**config.mk**
```make
export PLATFORM = sky130hd
export DESIGN_NAME = wide_add_sequencer
export DESIGN_NICKNAME = d
export VERILOG_FILES = /design/src/rtl/adder_pkg.sv /design/src/rtl/wide_add_sequencer.sv
export SDC_FILE = /design/constraint.sdc
export NUM_CORES = 1
export LEC_CHECK = 0
export ABC_AREA = 1
export BUFFER_PORTS_ARGS = -buffer_cell sky130_fd_sc_hd__buf_4
export CAP_MARGIN = 20
export CORE_ASPECT_RATIO = 1.5
export CORE_UTILIZATION = 35
export CTS_CLUSTER_DIAMETER = 40
export DETAILED_ROUTE_END_ITERATION = 8
export PLACE_DENSITY_LB_ADDON = 0.05
export SKIP_LAST_GASP = 1
export SYNTH_ARGS = -nofsm -noshare
export SYNTH_HDL_FRONTEND = slang
export SYNTH_SLANG_ARGS = --single-unit
```
**constraint.sdc**
```tcl
create_clock -name clk -period 9.9 [get_ports clk]
set_clock_uncertainty 0.1 [all_clocks]
set_input_delay 0.495 -clock clk [delete_from_list [all_inputs] [get_ports clk]]
set_output_delay 0.495 -clock clk [all_outputs]
set_load 0.02 [all_outputs]
```
**src/rtl/adder_pkg.sv**
```systemverilog
// Shared types and default sizing for the wide-add sequencer and its 16-bit slice adder.
// No latency or flow control of its own.
package adder_pkg;

    localparam int DEF_WORD_W    = 16;
    localparam int DEF_NUM_WORDS = 4;
    localparam int DEF_ADD_LAT   = 1;
    localparam int DEF_TOTAL_W   = DEF_WORD_W * DEF_NUM_WORDS;

    typedef logic [1:0] state_t;

    localparam state_t S_IDLE  = 2'd0;
    localparam state_t S_ISSUE = 2'd1;
    localparam state_t S_WAIT  = 2'd2;
    localparam state_t S_DONE  = 2'd3;

endpackage

```
**src/rtl/wide_add_sequencer.sv**
```systemverilog
// Serialises a wide add through a WORD_W-bit slice adder, LSW first, carry chained between slices.
// Latency NUM_WORDS*(1+ADD_LAT) edges; one op in flight, result held until out_ready.
module wide_add_sequencer
    import adder_pkg::*;
#(
    parameter int WORD_W    = DEF_WORD_W,
    parameter int NUM_WORDS = DEF_NUM_WORDS,
    parameter int ADD_LAT   = DEF_ADD_LAT
) (
    input  logic                        clk,
    input  logic                        rst,
    input  logic                        in_valid,
    output logic                        in_ready,
    input  logic [WORD_W*NUM_WORDS-1:0] in_a,
    input  logic [WORD_W*NUM_WORDS-1:0] in_b,
    input  logic                        in_cin,
    output logic [WORD_W-1:0]           add_a,
    output logic [WORD_W-1:0]           add_b,
    output logic                        add_cin,
    input  logic [WORD_W-1:0]           add_sum,
    input  logic                        add_cout,
    output logic                        out_valid,
    input  logic                        out_ready,
    output logic [WORD_W*NUM_WORDS-1:0] out_sum,
    output logic                        out_cout,
    output logic                        busy
);

    localparam int TOT_W = WORD_W * NUM_WORDS;
    localparam int IDX_W = (NUM_WORDS > 1) ? $clog2(NUM_WORDS) : 1;
    localparam int CNT_W = 3;

    state_t             state_q, state_d;
    logic [IDX_W-1:0]   idx_q, idx_d, idx_nxt;
    logic [CNT_W-1:0]   cnt_q, cnt_d;
    logic               carry_q, carry_d;
    logic [TOT_W-1:0]   a_q, a_d, b_q, b_d;
    logic [TOT_W-1:0]   sum_q, sum_d;
    logic [WORD_W-1:0]  add_a_q, add_a_d, add_b_q, add_b_d;
    logic               add_cin_q, add_cin_d;

    assign idx_nxt = idx_q + 1'b1;

    // The adder operands are loaded on the edge that enters ISSUE so the adder sees them for the whole ISSUE cycle.
    always_comb begin
        state_d   = state_q;
        idx_d     = idx_q;
        cnt_d     = cnt_q;
        carry_d   = carry_q;
        a_d       = a_q;
        b_d       = b_q;
        sum_d     = sum_q;
        add_a_d   = add_a_q;
        add_b_d   = add_b_q;
        add_cin_d = add_cin_q;
        case (state_q)
            S_IDLE: begin
                if (in_valid) begin
                    a_d       = in_a;
                    b_d       = in_b;
                    carry_d   = in_cin;
                    idx_d     = '0;
                    add_a_d   = in_a[WORD_W-1:0];
                    add_b_d   = in_b[WORD_W-1:0];
                    add_cin_d = in_cin;
                    state_d   = S_ISSUE;
                end
            end
            S_ISSUE: begin
                cnt_d   = CNT_W'(ADD_LAT);
                state_d = S_WAIT;
            end
            S_WAIT: begin
                if (cnt_q == CNT_W'(1)) begin
                    sum_d[idx_q*WORD_W +: WORD_W] = add_sum;
                    carry_d = add_cout;
                    cnt_d   = '0;
                    if (idx_q == IDX_W'(NUM_WORDS - 1)) begin
                        state_d = S_DONE;
                    end else begin
                        idx_d     = idx_nxt;
                        add_a_d   = a_q[idx_nxt*WORD_W +: WORD_W];
                        add_b_d   = b_q[idx_nxt*WORD_W +: WORD_W];
                        add_cin_d = add_cout;
                        state_d   = S_ISSUE;
                    end
                end else begin
                    cnt_d = cnt_q - 1'b1;
                end
            end
            S_DONE: begin
                if (out_ready) begin
                    state_d = S_IDLE;
                end
            end
            default: state_d = S_IDLE;
        endcase
    end

    always_ff @(posedge clk or posedge rst) begin
        if (rst) begin
            state_q   <= S_IDLE;
            idx_q     <= '0;
            cnt_q     <= '0;
            carry_q   <= 1'b0;
            a_q       <= '0;
            b_q       <= '0;
            sum_q     <= '0;
            add_a_q   <= '0;
            add_b_q   <= '0;
            add_cin_q <= 1'b0;
        end else begin
            state_q   <= state_d;
            idx_q     <= idx_d;
            cnt_q     <= cnt_d;
            carry_q   <= carry_d;
            a_q       <= a_d;
            b_q       <= b_d;
            sum_q     <= sum_d;
            add_a_q   <= add_a_d;
            add_b_q   <= add_b_d;
            add_cin_q <= add_cin_d;
        end
    end

    assign in_ready  = (state_q == S_IDLE) && !rst;
    assign busy      = (state_q != S_IDLE);
    assign out_valid = (state_q == S_DONE);
    assign out_sum   = sum_q;
    assign out_cout  = carry_q;
    assign add_a     = add_a_q;
    assign add_b     = add_b_q;
    assign add_cin   = add_cin_q;

endmodule
```
### Word-level counts from Yosys, hierarchy flattened

Index checks and enable logic that the tools add are counted.

* add/sub/neg operators: 3
* equal/unequal tests: 9
* shift-type cells: 4
* muxes and demuxes: 26
* reduce and logical (&&, ||, !) cells: 11

Operators with widths (number)
* $shiftx A64 B7 Y16: 2
* $mux W16: 6
* $bwmux W64: 1
* $pmux W16 S2: 2
* $shift A16 B34 Y64 const A: 1
* $shiftx A16 B34 Y64: 1
* $neg A6 Y34: 1
* $mux W2: 7
* $pmux W2 S4: 1
* $eq A2 B2 Y1 const B: 3
* $ne A2 B2 Y1 const B: 3
* $pmux W3 S2: 1
* $reduce_and A3 Y1: 2
* $reduce_bool A2 Y1: 3
* $mux W1: 4
* $pmux W1 S2: 2
* $pmux W2 S2: 1
* $reduce_and A2 Y1: 2
* $reduce_and A4 Y1: 1
* $eq A3 B1 Y1 const B: 1
* $mux W3: 1
* $sub A3 B1 Y3 const B: 1
* $add A2 B1 Y2 const B: 1
* $eq A2 B1 Y1 const B: 1
* other kinds (4): 4

* register bits: 233
* input bits: 150
* output and inout port bits: 101
* logic and storage cells: 63

### Longest topological paths before layout

Gate-level depths: netlist (run 1).

* depth after elaboration: 5
* depth in mapped cells: 13

### Worst setup path before layout (run 1)

Ideal clock, no wire load.

* path type: register -> register
* start: register idx_q[0]
* end: register sum_q[32] (netlist: out_sum[32])
* library setup time: 0.066 ns
* data arrival time: 1.933 ns
* data required time: 9.734 ns
* setup slack: 7.801 ns
* stages on the path, launching flop included: 12
* buffers on the path: 5
* clock period less this slack: 2.099 ns
* cell sequence: dfrtp_1 buf_4 inv_2 buf_4 buf_4 ha_1 buf_4 nand2_2 nor3_2 buf_4 nand3_1 nand2_1

* longest elaborated chain between the ends: 3
* elaborated cells on any way between the ends: 4
* those cells by class: add/sub (1); shift (2); mux (1)

Ends and longest elaborated chain
* from (decl): line wide_add_sequencer.sv:34 `logic [IDX_W-1:0] idx_q, idx_d, idx_nxt;`
* from (signal assigned): line wide_add_sequencer.sv:114 `idx_q <= idx_d;`
* $neg A6 Y34 *: line wide_add_sequencer.sv:75 `sum_d[idx_q*WORD_W +: WORD_W] = add_sum;`
* $shiftx A16 B34 Y64 or $shift A16 B34 Y64 (tied branches): line wide_add_sequencer.sv:75
* $bwmux W64 *: line wide_add_sequencer.sv:75
* to (signal assigned): line wide_add_sequencer.sv:119 `sum_q <= sum_d;`
* to (decl): line wide_add_sequencer.sv:38 `logic [TOT_W-1:0] sum_q, sum_d;`

Mark *: on every way between the ends. The rest lies on a longest branch, timed or not.
A chain may end at the register's enable or synchronous reset.

### Worst setup path in the final report (run 1)

* start: register idx_q[1]
* end: register sum_q[46] (netlist: out_sum[46])

Same word-level chain as after synthesis.

==> out/summary.txt, run 1 <==
vias per inst -> 4.763
post-route insts no fill -> 1805
final setup TNS -> 0 ns
leak pwr -> 6.889 nW
largest family of logic cells by synthesized area -> simple AND/OR/NAND/NOR gates
fin worst setup slack -> 6.887 ns
CP arrival -> 3.35 ns
post-synth top area share -> 0.5458
design area -> 13970 µm²
DP Worst Slack -> 6.842 ns
Iteration-0 DRC Markers -> 317
clock network power share -> 0.272
nets -> 1543
run status -> complete, no violations
Via Count -> 8598
Post-Syn Area per Cell -> 9.257 µm²
Fin. Hold Viols -> 0
Syn Nets -> 1315
Post-CTS Hold Fix Bufs -> 0
PortBufs -> 250
RSZ-0062 raised after global routing -> no
post-synthesis mux area share -> 0.1022
final WL -> 31.24 mm
normalized max-slew margin -> 0.3370
hold slack -> 0.01782 ns
Fmax -> 0.3319 GHz
Max Cap Viol -> 0
unique cell type count in the Yosys netlist -> 27
Period Utilization, post-route -> 0.3043
largest net degree at the start of global routing -> 116
starting density of the core -> 0.3542
dominant synthesized flop cell -> dfrtp_1
Sw Ratio -> 0.3709
CP max stage cell -> ha_2
First-pass DRT Iterations -> 6
XOR/XNOR share of the synthesized area -> 0.0008199
dpl hpwl -> 20.76 mm
crit path capture type -> register
GRT Total Usage -> 0.2082
Sequential Power Share -> 0.343
worst skew pair latency -> 0.50 ns
Ports -> 251
area of the multi-input gates -> 4245 µm²
number of gates resized after cts -> 0
height of the die -> 216.0 µm
core area -> 30160 µm²
logic gate share of total power -> 0.385
internal power -> 3.014 mW
Net Switching -> 1.777 mW
Yosys top cell by area -> dfrtp_1
Inst Count DP -> 1746
top post-synthesis cells by area -> dfrtp_1 55%, nand2_1 15%, mux2_2 10%
initial antenna violation count -> 0
critical setup path kind -> register to register
global route overflow -> 0
PD cells -> 342.9 nW/µm²
Max FO, Critical Path -> 37
synthesized cell area -> 10680 µm²
Seq/Total Area, Yosys -> 0.5458
Yosys Warn Count -> 0
peak supply drop -> 0.1586 mV
Hold Crit Class -> input port to async pin
Synth Register Bits -> 233
count leader, synth -> nand2_1
synth cell count leaders -> 432 x nand2_1, 233 x dfrtp_1, 134 x nand3_1
Worst path max stage delay -> 0.93 ns
Post-synth EDFFs -> 0
# Post-CTS Setup Buffers -> 0
CTS Buffer Depth -> 3
WL per Instance -> 17.31 µm
drc violations -> 0
H-tree Lvls -> 2
Max Slew Vio Count -> 0
area grow syn2layout -> 30.78%
register area -> 5834 µm²
Min Clock Period, post-route -> 3.013 ns
die width -> 144.6 µm
CP startpoint kind -> register
Compound-Gate Fraction of Synth Area -> 0.04486
Cell Area, Placed -> 12750 µm²
filler cell count -> 2980
gpl congestion -> 0.7741
Pwr Total -> 4.790 mW
Ant. Diodes -> 0
number of global-route vias before repair -> 8918
DIE AREA -> 31240 µm²
Worst Tran Pin Value -> 0.9891 ns
Worst-path clk slew -> 0.06 ns
Rows -> 78
critical-path cell list -> inv_1 -> ha_2 -> nand2_2 -> nor3_2 -> nand3_1 -> nand2_1
CTS sink cnt -> 233
Routed Antenna Nets -> 0
required time of the worst setup path -> 10.24 ns
layout cells sized above 1 -> 0.3075
fin util -> 0.4633
CTS buffer count -> 34
Post-Synth Simple-Gate Area -> 0.2348
share of flip-flops with an asynchronous set or reset -> 1.000
CTS tree -> done
post-synthesis adder-cell area fraction -> 0.01288
Post-Syn Instances -> 1154
clk root buf -> clkbuf_16
first-pass GRT wire length -> 49.47 mm
setup violators final -> 0
-- area by class of cell --
class                      instances  area share
clock buffer                      43     0.06771
clock inverter                    16     0.01952
inverter                          60     0.01684
multi-input combinational        795      0.3039
sequential                       233      0.4176
tap                              400     0.03582
timing repair buffer             258      0.1386
-- cells in the final DEF, fill, tap and decap left out, types with 2 or more instances in the layout --
cell / instances
nand2_1: 432
buf_4: 258
dfrtp_1: 232
nand3_1: 134
mux2_2: 97
o21ai_0: 80
inv_1: 52
clkbuf_16: 35
nor2_1: 12
o21a_1: 9
ha_1: 9
bufinv_16: 7
inv_2: 6
nand4_1: 4
clkinv_2: 4
clkbuf_1: 4
clkbuf_8: 4
nand2_2: 3
clkinv_4: 3
nor2_8: 2
nor2_4: 2
nand3b_1: 2
ha_2: 2
-- worst paths after layout --
path / start / end / slack [ns] / depth (start not counted)
max in group asynchronous: rst / idx_q[0]$_DFFE_PP0P_ / 7.99 / 3
worst max-delay path: idx_q[1]$_DFFE_PP0P_ / out_sum[46]$_DFFE_PP0P_ / 6.89 / 6
worst min-delay path: rst / a_q[60]$_DFFE_PP0P_ / 0.02 / 2
worst min register to register: out_sum[15]$_DFFE_PP0P_ / out_sum[15]$_DFFE_PP0P_ / 0.38 / 2
worst max register to register: idx_q[1]$_DFFE_PP0P_ / out_sum[46]$_DFFE_PP0P_ / 6.89 / 6
min in group clk: in_b[49] / b_q[49]$_DFFE_PP0P_ / 0.12 / 2
-- sequential cells by signal (all words and copies together) (netlist names) --
signal / cells
idx_q: 2
add_a: 16
out_cout: 1
add_cin: 1
add_b: 16
cnt_q: 3
out_sum: 64
b_q: 64
a_q: 64
state_q: 2
-- metal layers --
metal / track usage / wire length [µm] / up-vias
met5: 0 / 0 / -
met3: 0.03949 / 1597 / 36
met1: 0.2428 / 12470 / 4146
li1: - / - / 4193
met2: 0.3811 / 16590 / 223
met4: 0.05649 / 588 / 0
-- power by group through the flow --
stage,Combinational (mW),Sequential [mW],Clock [mW]
floorplan,1.14,1.77,0
global route,2.08,1.70,1.37
detailed placement,1.89,1.66,0
CTS,1.89,1.65,1.33
finish,1.84,1.64,1.30
global placement,1.86,1.66,0
-- logic make-up after synthesis --
kind of cell / after synthesis
DFF: 233
and+or+nand+nor: 595
xor gates and xnor gates: 1
AOI/OAI and AO/OA: 91
adders and majority gates: 11
buffers and inverters: 126
muxes: 97
-- worst max-delay path: cells and delay by family (launching register included) --
family / cells / cell delay [ns]
DFF: 1 / 0.39
adders and majority gates: 1 / 0.93
buffers and inverters: 1 / 0.09
and+or+nand+nor: 4 / 1.42
Note: power is estimated with default switching activity, not from simulation.
==> run 2: changes to the inputs <==
==> constraint.sdc (replaced) <==
create_clock -name clk -period 3.1 [get_ports clk]
set_clock_uncertainty 0.1 [all_clocks]
set_input_delay 0.155 -clock clk [delete_from_list [all_inputs] [get_ports clk]]
set_output_delay 0.155 -clock clk [all_outputs]
set_load 0.02 [all_outputs]
==> run 2 against run 1 <==
  * Combinational power rose to 3.4 times the previous value
  * Critical path depth rose by 3
  * Critical path type unchanged
  * Highest routed layer unchanged
  * Die area did not move
  * Register-to-register slack got worse by 6.2 ns
==> out/summary.txt, run 2 (same netlist as run 1, synthesis figures left out) <==
run status -> complete, no violations
Period Utilization, post-route -> 0.7644 (+0.4601)
normalized max-slew margin -> 0.4749 (+0.1378)
Routed Antenna Nets -> 0 (unchanged)
CP arrival -> 2.67 ns (-0.68 ns)
Inst Count DP -> 1754 (+0.46%)
setup violators final -> 0 (unchanged)
CTS sink cnt -> 233 (unchanged)
H-tree Lvls -> 2 (unchanged)
Max Slew Vio Count -> 0 (unchanged)
initial antenna violation count -> 0 (unchanged)
GRT Total Usage -> 0.2290 (+0.02073)
die width -> 144.6 µm (unchanged)
Worst Tran Pin Value -> 0.7877 ns (-0.2014 ns)
highest-count cells in the layout ignoring fill and taps -> 432 x nand2_1, 261 x buf_4, 232 x dfrtp_1, 148 x dlygate4sd3_1, 134 x nand3_1
Iteration-0 DRC Markers -> 402 (+27%)
gpl congestion -> 0.8558 (+11%)
largest net degree at the start of global routing -> 89 (-23%)
RSZ-0062 raised after global routing -> no
Max Cap Viol -> 0 (unchanged)
FF-to-FF setup slack -> 0.73 ns (-6.16 ns)
critical setup path kind -> register to register
PortBufs -> 250 (unchanged)
WL per Instance -> 17.64 µm (+1.9%)
Worst-path clk slew -> 0.06 ns (about the same)
drc violations -> 0 (unchanged)
fin util -> 0.5160 (+0.05269)
dpl hpwl -> 22.91 mm (+10%)
DIE AREA -> 31240 µm² (unchanged)
# Post-CTS Setup Buffers -> 0 (unchanged)
peak supply drop -> 0.5819 mV (+270%)
post-route insts no fill -> 1963 (+8.8%)
Fmax -> 0.4220 GHz (+27%)
crit path capture type -> register
PD cells -> 1005 nW/µm² (+190%)
layout cells sized above 1 -> 0.2821 (-0.02532)
height of the die -> 216.0 µm (unchanged)
DP Worst Slack -> 0.6886 ns (-6.154 ns)
core area -> 30160 µm² (unchanged)
hold path start -> in_valid
worst r2r src -> idx_q[0]$_DFFE_PP0P_
clk root buf -> clkbuf_16
Ports -> 251 (unchanged)
CTS buffer count -> 35 (+2.9%)
CTS tree -> done
number of global-route vias before repair -> 9915 (+11%)
starting density of the core -> 0.3542 (unchanged)
Max FO, Critical Path -> 32 (-14%)
CP startpoint kind -> register
Fin. Hold Viols -> 0 (unchanged)
number of gates resized after cts -> 0 (unchanged)
required time of the worst setup path -> 3.40 ns (-6.84 ns)
global route overflow -> 0 (unchanged)
nets -> 1700 (+10%)
leak pwr -> 7.545 nW (+9.5%)
Via Count -> 9329 (+8.5%)
worst skew pair latency -> 0.51 ns (about the same)
final setup TNS -> 0 ns (unchanged)
first-pass GRT wire length -> 53.90 mm (+9.0%)
R2R depth -> 9 (+3)
Ant. Diodes -> 0 (unchanged)
WHS Endpoint -> state_q[0]$_DFFE_PP0P_
vias per inst -> 4.752 (-0.23%)
Hold Crit Class -> input port to register
area grow syn2layout -> 45.65%
First-pass DRT Iterations -> 7 (+1)
fin worst setup slack -> 0.7304 ns (-6.157 ns)
Hold Crit Depth -> 6
Min Clock Period, post-route -> 2.370 ns (-0.6431 ns)
most common cell after layout, fill and taps aside -> nand2_1
filler cell count -> 2883 (-3.3%)
Rows -> 78 (unchanged)
worst r2r dst -> add_a[4]$_DFFE_PP0P_
final WL -> 34.63 mm (+11%)
CTS Buffer Depth -> 3 (unchanged)
run 2: changes by cell type in the layout (fill, tap and decap cells not counted):
cell and delta:
buf_12 +5, buf_4 +3, bufinv_16 -2, clkbuf_1 +1, clkbuf_16 +2, clkbuf_8 -3
clkinv_2 -1, clkinvlp_4 +5, dlygate4sd3_1 +148
run 2: repair_timing:
item,4_1_cts,5_1_grt
hold endpoints to repair,454,0
setup endpoints to repair,0,0
hold buffers,148,0
run 2: final cells by class:
class	count	area, µm²	share of cell area
sequential	233	5834	0.3750
multi-input combinational	795	4245	0.2728
timing repair buffer	414	3541	0.2276
clock buffer	43	958.4	0.06160
tap	400	500.5	0.03216
clock inverter	18	249.0	0.01600
inverter	60	231.5	0.01488
run 2: power by group:
group	switching [mW]	internal, mW
Combinational	3.67	2.63
Clock	1.46	2.63
Sequential	0.800	4.45
run 2: metrics by stage:
stage | instance area (µm²) | hold slack [ns] | power [mW]
2_1_floorplan | 10690 | 0.1927 | 9.324
3_3_place_gp | 12870 | 0.05036 | 11.48
3_5_place_dp | 12870 | 0.05007 | 11.54
4_1_cts | 15560 | 0.01924 | 15.88
5_1_grt | 15560 | 0.07772 | 16.76
6_report | 15560 | 0.04747 | 15.64
run 2: how the worst max path moves through the flow:
stage	from	end	slack [ns]	cells past startpoint
2_1_floorplan	rst	a_q[0]$_DFFE_PP0P_	-0.20	1
3_3_place_gp	idx_q[0]$_DFFE_PP0P_	add_a[4]$_DFFE_PP0P_	0.70	9
3_5_place_dp	idx_q[0]$_DFFE_PP0P_	add_a[4]$_DFFE_PP0P_	0.69	9
4_1_cts	idx_q[0]$_DFFE_PP0P_	add_a[4]$_DFFE_PP0P_	0.69	9
5_1_grt	idx_q[0]$_DFFE_PP0P_	add_b[9]$_DFFE_PP0P_	0.58	9
6_report	idx_q[0]$_DFFE_PP0P_	add_a[4]$_DFFE_PP0P_	0.73	9
run 2: layer usage:
| metal | global-route usage | wire length, µm | up-vias |
|---|---|---|---|
| met3 | 0.04482 | 1797 | 63 |
| li1 | - | - | 4504 |
| met1 | 0.2485 | 13300 | 4507 |
| met2 | 0.4285 | 18430 | 255 |
| met5 | 0 | 0 | - |
| met4 | 0.08421 | 1110 | 0 |
run 2: critical path, stage by stage, from the launching register on:
cell	delay, ns
dfrtp_4	0.59
inv_2	0.14
ha_2	0.43
inv_1	0.10
buf_4	0.42
nand3_1	0.20
nand2_1	0.11
nand2_1	0.05
nand3_1	0.06
nand2_1	0.05
==> run 3: changes to the inputs <==
--- a/config.mk
+++ b/config.mk
@@ -5,7 +5,7 @@
 export SDC_FILE = /design/constraint.sdc
 export NUM_CORES = 1
 export LEC_CHECK = 0
-export ABC_AREA = 1
+export ABC_AREA = 0
 export BUFFER_PORTS_ARGS = -buffer_cell sky130_fd_sc_hd__buf_4
 export CAP_MARGIN = 20
 export CORE_ASPECT_RATIO = 1.5
==> constraint.sdc (replaced) <==
create_clock -name clk -period 2.2 [get_ports clk]
set_clock_uncertainty 0.1 [all_clocks]
set_input_delay 0.11 -clock clk [delete_from_list [all_inputs] [get_ports clk]]
set_output_delay 0.11 -clock clk [all_outputs]
set_load 0.02 [all_outputs]
==> run 3 against run 2 <==
  * Worst setup slack lost 0.57 ns
  * First-iteration DRC count shrank 56%
  * Utilization grew 2.6 points
  * Critical path depth shrank 3
  * Flip-flop and latch count is the same
  * Synthesized cell count shrank 31%
  * Power grew 43%
  * Via count shrank 17%
  * Worst hold slack gained 0.022 ns
  * Non-clock buffer count grew 24
  * Critical endpoint is now add_a[9]$_DFFE_PP0P_
==> out/summary.txt, run 3 <==
first-pass GRT wire length -> 45.89 mm (-15%)
met2 routed WL -> 15.16 mm (-18%)
fin util -> 0.5419 (+0.02590)
Iteration-0 DRC Markers -> 175 (-56%)
Seq/Total Area, Yosys -> 0.5687 (+0.02291)
Sequential Power Share -> 0.331 (-0.005)
CTS sink cnt -> 233 (unchanged)
post-synth top area share -> 0.5687 (+0.02291)
number of gates resized after cts -> 0 (unchanged)
CP arrival -> 2.32 ns (-0.35 ns)
Rows -> 76 (-2.6%)
drc violations -> 0 (unchanged)
Post-Syn Area per Cell -> 12.94 µm² (+40%)
top post-synthesis cells by area -> dfrtp_1 57%, mux2_2 18%, mux2i_1 6.4%
PortBufs -> 250 (unchanged)
Worst path max stage delay -> 0.38 ns (-0.21 ns)
Ports -> 251 (unchanged)
leak pwr -> 7.047 nW (-6.6%)
dominant synthesized flop cell -> dfrtp_1
Synth Register Bits -> 233 (unchanged)
required time of the worst setup path -> 2.49 ns (-0.91 ns)
PD cells -> 1440 nW/µm² (+43%)
FF-to-FF setup slack -> 0.16 ns (-0.57 ns)
count leader, synth -> dfrtp_1
unique cell type count in the Yosys netlist -> 36 (+33%)
CP startpoint kind -> register
run status -> complete, no violations
critical setup path kind -> register to register
Pwr Total -> 22.41 mW (+43%)
clock network power share -> 0.248 (-0.014)
top sig layer -> met4
share of flip-flops with an asynchronous set or reset -> 1.000 (unchanged)
Min Clock Period, post-route -> 2.038 ns (-0.3312 ns)
WL per Instance -> 17.74 µm (+0.56%)
area grow syn2layout -> 51.78%
highest-count cells in the layout ignoring fill and taps -> 277 x buf_4, 233 x dfrtp_1, 162 x mux2_2, 147 x dlygate4sd3_1, 88 x nand2_1
gpl congestion -> 0.7680 (-10%)
setup violators final -> 0 (unchanged)
internal power -> 14.86 mW (+53%)
critical-path cell list -> inv_1 -> ha_2 -> nand2b_1 -> a221oi_4 -> buf_12 -> mux2_2
worst skew pair latency -> 0.50 ns (about the same)
GRT Total Usage -> 0.1980 (-0.03096)
logic gate share of total power -> 0.421 (+0.019)
CTS tree -> done
CP Buf/Inv Count -> 2 (-1)
layout cells sized above 1 -> 0.4196 (+0.1374)
Post-synth EDFFs -> 0 (unchanged)
Post-Syn Instances -> 792 (-31%)
Period Utilization, post-route -> 0.9266 (+0.1622)
Fmax -> 0.4906 GHz (+16%)
crit path capture type -> register
CTS buffer count -> 35 (unchanged)
number of global-route vias before repair -> 8437 (-15%)
Max FO, Critical Path -> 28 (-13%)
Cell Area, Placed -> 12910 µm² (+0.32%)
global route overflow -> 0 (unchanged)
starting density of the core -> 0.3570 (+0.002761)
CP max stage cell -> dfrtp_1
final WL -> 28.88 mm (-17%)
RSZ-0062 raised after global routing -> no
CP startpoint -> state_q[0]$_DFFE_PP0P_
peak supply drop -> 0.6777 mV (+16%)
final setup TNS -> 0 ns (unchanged)
Hold Crit Class -> input port to async pin
most common cell after layout, fill and taps aside -> buf_4
Max Slew Vio Count -> 0 (unchanged)
Routed Antenna Nets -> 0 (unchanged)
core area -> 28720 µm² (-4.8%)
met3 routed WL -> 1.379 mm (-23%)
normalized max-slew margin -> 0.7308 (+0.2560)
Sw Ratio -> 0.3370 (-0.04213)
largest net degree at the start of global routing -> 66 (-26%)
family with the most delay on the worst path -> buffers and inverters
initial antenna violation count -> 1 (+1)
H-tree Lvls -> 2 (unchanged)
met1 wire length -> 11.46 mm (-14%)
Via Count -> 7775 (-17%)
nets -> 1375 (-19%)
Yosys top cell by area -> dfrtp_1
First-pass DRT Iterations -> 4 (-3)
clk root buf -> clkbuf_16
dpl hpwl -> 19.70 mm (-14%)
Yosys Warn Count -> 0 (unchanged)
vias per inst -> 4.776 (+0.49%)
DIE AREA -> 30000 µm² (-4.0%)
synthesized cell area -> 10250 µm² (-4.0%)
worst r2r src -> state_q[0]$_DFFE_PP0P_
Worst-path clk slew -> 0.05 ns (about the same)
Syn Nets -> 953 (-28%)
Worst Tran Pin Value -> 0.4037 ns (-0.3840 ns)
design area -> 15560 µm² (about the same)
die width -> 141.7 µm (-2.0%)
Max Cap Viol -> 0 (unchanged)
Net Switching -> 7.554 mW (+27%)
synth cell count leaders -> 233 x dfrtp_1, 162 x mux2_2, 90 x nand2_1
Fin. Hold Viols -> 0 (unchanged)
CTS Buffer Depth -> 3 (unchanged)
height of the die -> 211.6 µm (-2.0%)
-- run 3: cell count changes after synthesis, moves of 9 or more --
| cell | previous run | this run |
|---|---|---|
| nand2b_1 | 0 | 37 |
| mux2_2 | 97 | 162 |
| o21ai_0 | 80 | 44 |
| o221ai_1 | 0 | 32 |
| inv_1 | 53 | 9 |
| nand2_1 | 432 | 90 |
| clkbuf_1 | 18 | 35 |
| buf_2 | 18 | 9 |
| nand3_1 | 134 | 0 |
| o21a_1 | 9 | 0 |
| mux2i_1 | 0 | 66 |
| a22o_1 | 0 | 23 |
| buf_4 | 20 | 4 |
-- run 3: per-layer routing --
layer,GRT usage,vias to the layer above
met5,0,-
met1,0.2250,3832
met4,0.07527,0
li1,-,3687
met3,0.03913,46
met2,0.3620,210
-- run 3: metrics by stage --
stage	instances	hold WS (ns)	setup slack [ns]
3_3_place_gp	1420	0.04288	0.1817
5_1_grt	1628	0.07675	0.02980
2_1_floorplan	792	0.1427	-1.060
3_5_place_dp	1420	0.03698	0.1567
4_1_cts	1627	0.04921	0.1528
6_report	1628	0.06975	0.1616
-- run 3: timing repair --
item                                   4_1_cts  5_1_grt
endpoints found under the hold margin      459        0
buffers inserted                             0        0
setup endpoints to repair                    0        0
hold buffers                               147        0
-- run 3: power by group through the flow --
stage	Combinational [mW]	Clock [mW]	Sequential (mW)
floorplan	5.34	0	8.03
global placement	9.27	0	7.51
detailed placement	9.39	0	7.51
CTS	9.62	5.72	7.45
global route	10.3	5.87	7.68
finish	9.44	5.56	7.42
-- run 3: cell families (layout without fill, tap and decap cells) --
group | count (synthesis) | in the layout | synth area share
AO/OA/AOI/OAI | 110 | 110 | 0.07908
flip-flops | 233 | 233 | 0.5687
multiplexers | 228 | 228 | 0.2424
AND/OR/NAND/NOR | 148 | 148 | 0.07115
adder cells (fa/ha/maj) | 11 | 11 | 0.01342
buffers and inverters | 62 | 507 | 0.02526
other | 0 | 1 | 0
-- run 3: worst register-to-register path, cell delays in order, from the launching register on --
cell and delay [ns]:
dfrtp_1 0.38, inv_1 0.14, ha_2 0.24, nand2b_1 0.12
a221oi_4 0.30, buf_12 0.25, mux2_2 0.39
-- run 3: path summary, 6_finish.rpt --
path | endpoint | cells past startpoint
max in group asynchronous | b_q[0]$_DFFE_PP0P_ | 4
worst min-delay path | out_cout$_DFFE_PP0P_ | 3
min in group clk | state_q[0]$_DFFE_PP0P_ | 4
worst max register to register | add_a[9]$_DFFE_PP0P_ | 6
worst max-delay path | add_a[9]$_DFFE_PP0P_ | 6
worst min register to register | out_sum[25]$_DFFE_PP0P_ | 2
-- run 3: cell type report --
type                       instances  area, µm²
fill                            2509      13160
sequential                       233       5831
multi-input combinational        497       4197
timing repair buffer             438       3831
clock buffer                      47       1013
tap                              390      488.0
clock inverter                    13      161.4
inverter                           9      37.54
antenna                            1      2.502
